--- config.mk ---
export PLATFORM = sky130hd
export DESIGN_NAME = accelerator_scalar_float_adder_arbiter
export DESIGN_NICKNAME = d
export VERILOG_FILES = /design/src/rtl/accelerator_arbiter_pkg.sv /design/src/rtl/accelerator_round_robin_selector.sv /design/src/rtl/accelerator_scalar_float_adder_arbiter.sv
export SDC_FILE = /design/constraint.sdc
export NUM_CORES = 1
export LEC_CHECK = 0
export CAP_MARGIN = 20
export CORE_AREA = 10 10 294 296
export CTS_CLUSTER_SIZE = 12
export DETAILED_ROUTE_END_ITERATION = 10
export DIE_AREA = 0 0 304 306
export GPL_TIMING_DRIVEN = 0
export SETUP_SLACK_MARGIN = 0.5
export SYNTH_ARGS = -nofsm -noshare
export SYNTH_HDL_FRONTEND = slang
export SYNTH_SLANG_ARGS = --single-unit
--- constraint.sdc ---
create_clock -name CLK -period 6.4 [get_ports CLK]
set_input_delay 1.6 -clock CLK [delete_from_list [all_inputs] [get_ports CLK]]
set_output_delay 1.6 -clock CLK [all_outputs]
set_load 0.005 [all_outputs]
--- src/rtl/accelerator_arbiter_pkg.sv ---
// rtl/accelerator_arbiter_pkg.sv - shared types and constants for the float adder arbiter
package accelerator_arbiter_pkg;

   typedef enum logic [1:0] {
      IDLE    = 2'd0,
      ISSUE   = 2'd1,
      WAIT    = 2'd2,
      RESPOND = 2'd3
   } state_t;

   localparam logic OP_ADD = 1'b0;
   localparam logic OP_SUB = 1'b1;

   localparam int DEFAULT_TIMEOUT = 1024;

   // A single requester still needs a one-bit index so the grant/pointer signals exist.
   function automatic int ptr_width(input int n);
      return (n > 1) ? $clog2(n) : 1;
   endfunction

endpackage

--- src/rtl/accelerator_round_robin_selector.sv ---
// rtl/accelerator_round_robin_selector.sv - rotate-priority-encode of the pending vector from the pointer
module accelerator_round_robin_selector #(
   parameter int REQUESTERS = 4,
   parameter int PTR_W      = 2
) (
   input  logic [REQUESTERS-1:0] pending,
   input  logic [PTR_W-1:0]      pointer,
   output logic [PTR_W-1:0]      grant,
   output logic                  valid
);

   logic [REQUESTERS-1:0] rotated;
   int                    offset;
   int                    index;

   // Rotate so the pointer lands on bit 0, pick the lowest set bit, then rotate the index back.
   always_comb begin
      rotated = REQUESTERS'({pending, pending} >> pointer);
      offset  = 0;
      for (int k = REQUESTERS - 1; k >= 0; k--) begin
         if (rotated[k]) begin
            offset = k;
         end
      end
      index = int'(pointer) + offset;
      if (index >= REQUESTERS) begin
         index = index - REQUESTERS;
      end
      grant = PTR_W'(index);
      valid = |pending;
   end

endmodule

--- src/rtl/accelerator_scalar_float_adder_arbiter.sv ---
// rtl/accelerator_scalar_float_adder_arbiter.sv - round-robin sharing of one float adder; optional ACCELERATOR_FLOAT_ADDER_ARBITER_TIMEOUT_EN
module accelerator_scalar_float_adder_arbiter
   import accelerator_arbiter_pkg::*;
#(
   parameter int DATA_SIZE    = 64,
   parameter int CONTROL_SIZE = 64,
   parameter int REQUESTERS   = 4
`ifdef ACCELERATOR_FLOAT_ADDER_ARBITER_TIMEOUT_EN
   ,
   parameter int TIMEOUT      = DEFAULT_TIMEOUT
`endif
) (
   input  logic                            CLK,
   input  logic                            RST,
   input  logic [REQUESTERS-1:0]           START_IN,
   output logic [REQUESTERS-1:0]           READY_OUT,
   input  logic [REQUESTERS-1:0]           OPERATION_IN,
   input  logic [REQUESTERS*DATA_SIZE-1:0] DATA_A_IN,
   input  logic [REQUESTERS*DATA_SIZE-1:0] DATA_B_IN,
   output logic [DATA_SIZE-1:0]            DATA_OUT,
   output logic                            BUSY,
   output logic                            ADDER_START,
   input  logic                            ADDER_READY,
   output logic                            ADDER_OPERATION,
   output logic [DATA_SIZE-1:0]            ADDER_DATA_A_OUT,
   output logic [DATA_SIZE-1:0]            ADDER_DATA_B_OUT,
   input  logic [DATA_SIZE-1:0]            ADDER_DATA_IN
`ifdef ACCELERATOR_FLOAT_ADDER_ARBITER_TIMEOUT_EN
   ,
   output logic                            ERROR
`endif
);

   localparam int PTR_W = ptr_width(REQUESTERS);

   // Control width is carried for interface compatibility with the adder; reject nonsense sizes.
   if (REQUESTERS < 1 || DATA_SIZE < 1 || CONTROL_SIZE < 1) begin : g_bad_params
      $error("accelerator_scalar_float_adder_arbiter: sizes must be at least 1");
   end

   state_t                state;
   state_t                next_state;
   logic [REQUESTERS-1:0] pending;
   logic [REQUESTERS-1:0] accept;
   logic [REQUESTERS-1:0] grant_onehot;
   logic [REQUESTERS-1:0] release_mask;
   logic [PTR_W-1:0]      pointer;
   logic [PTR_W-1:0]      grant;
   logic [PTR_W-1:0]      sel_grant;
   logic                  sel_valid;
   logic                  respond;
   logic                  adder_done;
   logic                  timeout_hit;

   logic                  buf_op [REQUESTERS];
   logic [DATA_SIZE-1:0]  buf_a  [REQUESTERS];
   logic [DATA_SIZE-1:0]  buf_b  [REQUESTERS];

   accelerator_round_robin_selector #(
      .REQUESTERS (REQUESTERS),
      .PTR_W      (PTR_W)
   ) u_selector (
      .pending (pending),
      .pointer (pointer),
      .grant   (sel_grant),
      .valid   (sel_valid)
   );

   assign respond    = (state == RESPOND);
   assign adder_done = (state == WAIT) && ADDER_READY;

`ifdef ACCELERATOR_FLOAT_ADDER_ARBITER_TIMEOUT_EN
   localparam int CNT_W = $clog2(TIMEOUT + 1);

   logic [CNT_W-1:0] wait_cnt;
   logic             timed_out;

   assign timeout_hit = (state == WAIT) && !ADDER_READY && (wait_cnt == CNT_W'(TIMEOUT - 1));

   // Count WAIT cycles; remember whether this job is being answered because the adder went silent.
   always_ff @(posedge CLK) begin
      if (RST) begin
         wait_cnt  <= '0;
         timed_out <= 1'b0;
      end else begin
         wait_cnt  <= (state == WAIT) ? wait_cnt + CNT_W'(1) : '0;
         timed_out <= timeout_hit;
      end
   end

   assign ERROR = respond && timed_out;
`else
   assign timeout_hit = 1'b0;
`endif

   // Decode the registered grant once; it drives READY_OUT and the pending clear.
   always_comb begin
      grant_onehot = '0;
      for (int i = 0; i < REQUESTERS; i++) begin
         grant_onehot[i] = (grant == PTR_W'(i));
      end
   end

   // A client may be accepted when idle, or in its own RESPOND cycle where the new request wins.
   always_comb begin
      accept = '0;
      for (int i = 0; i < REQUESTERS; i++) begin
         accept[i] = START_IN[i] && (!pending[i] || (respond && grant_onehot[i]));
      end
   end

   // State register.
   always_ff @(posedge CLK) begin
      if (RST) begin
         state <= IDLE;
      end else begin
         state <= next_state;
      end
   end

   // Next-state and per-state strobes.
   always_comb begin
      next_state   = state;
      ADDER_START  = 1'b0;
      release_mask = '0;
      case (state)
         IDLE: begin
            if (sel_valid) begin
               next_state = ISSUE;
            end
         end
         ISSUE: begin
            ADDER_START = 1'b1;
            next_state  = WAIT;
         end
         WAIT: begin
            if (adder_done || timeout_hit) begin
               next_state = RESPOND;
            end
         end
         RESPOND: begin
            release_mask = grant_onehot;
            next_state   = IDLE;
         end
         default: begin
            next_state = IDLE;
         end
      endcase
   end

   assign READY_OUT = release_mask;
   assign BUSY      = (state != IDLE) || (|pending);

   // Pending bits: set on accept, cleared when the job is answered; a same-cycle set wins.
   always_ff @(posedge CLK) begin
      if (RST) begin
         pending <= '0;
      end else begin
         pending <= (pending & ~release_mask) | accept;
      end
   end

   // Operand buffers load only on an accepted request, so duplicates cannot disturb a queued job.
   always_ff @(posedge CLK) begin
      if (RST) begin
         for (int i = 0; i < REQUESTERS; i++) begin
            buf_op[i] <= OP_ADD;
            buf_a[i]  <= '0;
            buf_b[i]  <= '0;
         end
      end else begin
         for (int i = 0; i < REQUESTERS; i++) begin
            if (accept[i]) begin
               buf_op[i] <= OPERATION_IN[i];
               buf_a[i]  <= DATA_A_IN[i*DATA_SIZE +: DATA_SIZE];
               buf_b[i]  <= DATA_B_IN[i*DATA_SIZE +: DATA_SIZE];
            end
         end
      end
   end

   // Grant is captured when leaving IDLE; the pointer advances past the client just answered.
   always_ff @(posedge CLK) begin
      if (RST) begin
         grant   <= '0;
         pointer <= '0;
      end else begin
         if (state == IDLE && sel_valid) begin
            grant <= sel_grant;
         end
         if (respond) begin
            pointer <= (grant == PTR_W'(REQUESTERS - 1)) ? '0 : grant + PTR_W'(1);
         end
      end
   end

   // Result register holds until the next completion; a timeout reports all ones.
   always_ff @(posedge CLK) begin
      if (RST) begin
         DATA_OUT <= '0;
      end else if (adder_done) begin
         DATA_OUT <= ADDER_DATA_IN;
      end else if (timeout_hit) begin
         DATA_OUT <= '1;
      end
   end

   // The granted buffer cannot change before RESPOND, so these stay stable for the whole job.
   assign ADDER_OPERATION  = buf_op[grant];
   assign ADDER_DATA_A_OUT = buf_a[grant];
   assign ADDER_DATA_B_OUT = buf_b[grant];

endmodule
==> impl_metrics.py <==
metrics = {
    "worst_setup_path": {
        "arrival_ps": 2920,
        "cp-start-kind": "flop",
        "critical_path.endpoint_type": "primary output",
        "slowest_stage": "clkdlybuf4s50_1",
        "worstSetupPathType": "reg -> out",
        "worstPathRequired_ps": 4800,
        "max_stage_delay_ps": 560,
        "crit_fanout": 10,
        "reg2reg_depth": 9,
        "r2r-start": "state[0]",
        "path_cells": "clkbuf_1 > buf_8 > buf_2 > mux4_2 > clkdlybuf4s50_1",
        "rr_endpoint": "buf_b[3][58]",
        "r2r_slack_ps": 3800,
        "crit_end": "ADDER_DATA_B_OUT[8]",
    },
    "cts": {
        "cts.sinks": 592,
        "htreeDepth": 3,
        "cts_tree": "built",
        "post_cts_buffers": 0,
        "cts-root-buf": "clkbuf_16",
        "clock_insertion_delay_worst_skew_ps": 620,
        "cts_buffers": 69,
        "path_clk_slew_ps": 60,
        "post_cts_resized": 0,
        "clk_path_buf_depth": 3,
        "ctsHoldBuffers": 0,
    },
    "place": {
        "hpwlAfterDp_um": 73200,
        "dp_slack_ps": 2390,
        "portBuffers": 784,
        "place.gp.congestion": 0.838,
    },
    "logic_synthesis": {
        "synth_edf_count": 516,
        "netlist_instances": 1636,
        "syn-cell-area_sq_um": 25100,
        "yosysUniqueCellTypes": 33,
        "avgSynthCellArea_sq_um": 15.4,
        "synth-seq-cells": 592,
        "syn_nets": 2233,
        "synthArstFlopShare_pct": 0,
        "yosysSeqAreaShare_pct": 67.7,
        "ys_warn_count": 0,
        "synthFlopType": "edfxtp_1",
    },
    "detailed_routing": {
        "drt_first_pass_iters": 7,
        "wire_per_inst_um": 26.7,
        "vias": 17203,
        "drtAntennaViolNets": 0,
        "drt-total-wl_um": 97200,
        "drc": 0,
        "first_iter_violations": 1092,
        "viasPerCell": 4.73,
    },
    "timing": {
        "worst_clock_skew_ps": 30.2,
        "hold_viol": 0,
        "slew_viol_final": 0,
        "grt_setup_unrepaired": "no",
        "fin_ws_ps": 1880,
        "hold_ws_ps": 453,
        "worst_slew_pin_slew_ps": 779,
        "finalSetupViolCount": 0,
        "fmax_mhz": 221,
        "setup_tns_ps": 0,
        "fin_crit_ps": 4520,
        "relSlewSlack_pct": 48.0,
        "period_share_pct": 70.6,
    },
    "min_path": {
        "hp-class": "reg -> reg",
        "holdPathStages": 2,
    },
    "cells_and_area": {
        "nNetsFinal": 3098,
        "multiInputGateArea_sq_um": 7530,
        "seq_area_sq_um": 17000,
        "nFillCells": 7062,
        "area_growth_pct": 46.6,
        "drive_above_1_share_pct": 13.3,
    },
    "global_routing": {
        "grt_pass1_vias": 18945,
        "grt_overflow_total": 0,
        "antenna_found_initial": 30,
        "grt_max_degree": 52,
        "grtUsageTotal_pct": 20.3,
        "grt_pass1_wl_um": 137000,
    },
    "job": {
        "max-cap-violations": 0,
    },
    "die": {
        "die-area_sq_um": 93000,
        "start_util_pct": 31.3,
        "die_y_um": 306,
        "std_cell_rows": 104,
        "core-area_sq_um": 80300,
        "die_x_um": 304,
        "ios": 786,
    },
    "power_and_ir_drop": {
        "vdd.ir_drop.worst_mv": 0.204,
        "power_mw": 11.6,
        "pwr_density_cell_nw_per_um2": 316,
        "p_leak_nw": 13.6,
    },
    "status": {
        "status": "finished, final reports clean",
    },
}
## cells in the final DEF, fill, tap and decap left out, types with 3 or more instances in the layout
cell,instances
a21oi_1,70
and2_1,517
buf_16,8
buf_2,76
buf_4,14
bufinv_16,3
clkbuf_1,35
clkbuf_16,70
clkbuf_8,5
clkdlybuf4s50_1,784
clkinv_1,11
clkinv_2,9
clkinv_4,3
clkinv_8,3
dfxtp_1,76
diode_2,25
edfxtp_1,516
ha_1,10
inv_1,9
mux2i_1,3
mux4_2,129
nand2_1,145
nand2b_4,4
nor2_1,18
nor2_2,5
## per-stage QoR
step	cells	instance area [sq um]	util, %
floorplan	1636	25100	-
global placement	3480	34300	42.7
detailed placement	3490	34600	43.1
CTS	3611	36800	45.8
global route	3629	36800	45.9
finish	3636	36800	45.9
## synth_stat cells (2+ instances only)
cell type	number	area, sq um
o21ai_0	2	10.0
and2_1	517	3230
nand2b_1	4	25.0
nor2_1	18	67.6
nor2b_1	2	12.5
clkbuf_1	21	78.8
buf_2	76	380
edfxtp_1	516	15500
ha_1	10	125
nand3_1	2	10.0
nand2_1	145	544
inv_1	9	33.8
a21oi_1	70	350
nor2_2	5	31.3
mux4_2	129	2910
a22oi_1	2	15.0
mux2i_1	3	30.0
buf_4	14	105
dfxtp_1	76	1520
o21a_1	2	15.0
## routing by layer
| layer | global-route usage, % | wire, um | up-vias |
|---|---|---|---|
| li1 | - | - | 7649 |
| met1 | 22.6 | 35400 | 8599 |
| met2 | 35.7 | 50600 | 812 |
| met3 | 6.72 | 8870 | 131 |
| met4 | 7.21 | 2290 | 12 |
| met5 | 0 | 77 | - |
## cells by family after synthesis
logic type | count (synthesis) | share of synthesized area, %
compound gates | 80 | 1.70
xor+xnor | 1 | 0.0349
fa+ha+maj | 10 | 0.498
buf+inv | 121 | 2.43
flops | 592 | 67.7
mux | 132 | 11.7
simple gates | 700 | 15.9
## state kept, by name, summed over array words and instances (netlist names), named ones only
register / flops
buf_b: 256
buf_op: 4
grant: 2
state: 2
DATA_OUT: 64
pointer: 2
pending: 4
buf_a: 256
## critical path: cells and delay by family, from the launching register on
kind,cells,cell delay [ps]
buf+inv,4,1590
flops,1,330
mux,1,380
## power breakdown
part / switching, mW / internal, mW
Combinational: 1.42 / 1.70
Sequential: 0.110 / 4.57
Clock: 1.63 / 2.21
## area by class of cell
class                   count  area share (%)
clock buffers              89            5.09
plain buffers             112            1.56
well taps                1060            3.60
inverters                   9          0.0917
flip-flops and latches    592            46.2
clock inverters            32           0.870
diodes                     25           0.170
repair buffers            794            22.0
multi-input cells         923            20.4
## how the worst min path moves through the flow
stage / slack (ps) / from / end
final: 450 / DATA_OUT[5] / DATA_OUT[5]
after global routing: 470 / DATA_OUT[23] / DATA_OUT[23]
after CTS: 460 / DATA_OUT[5] / DATA_OUT[5]
after detailed placement: 450 / DATA_OUT[5] / DATA_OUT[5]
after global placement: 440 / DATA_OUT[18] / DATA_OUT[18]
after floorplan: 450 / DATA_OUT[0] / DATA_OUT[0]
(Power assumes the default switching activity.)
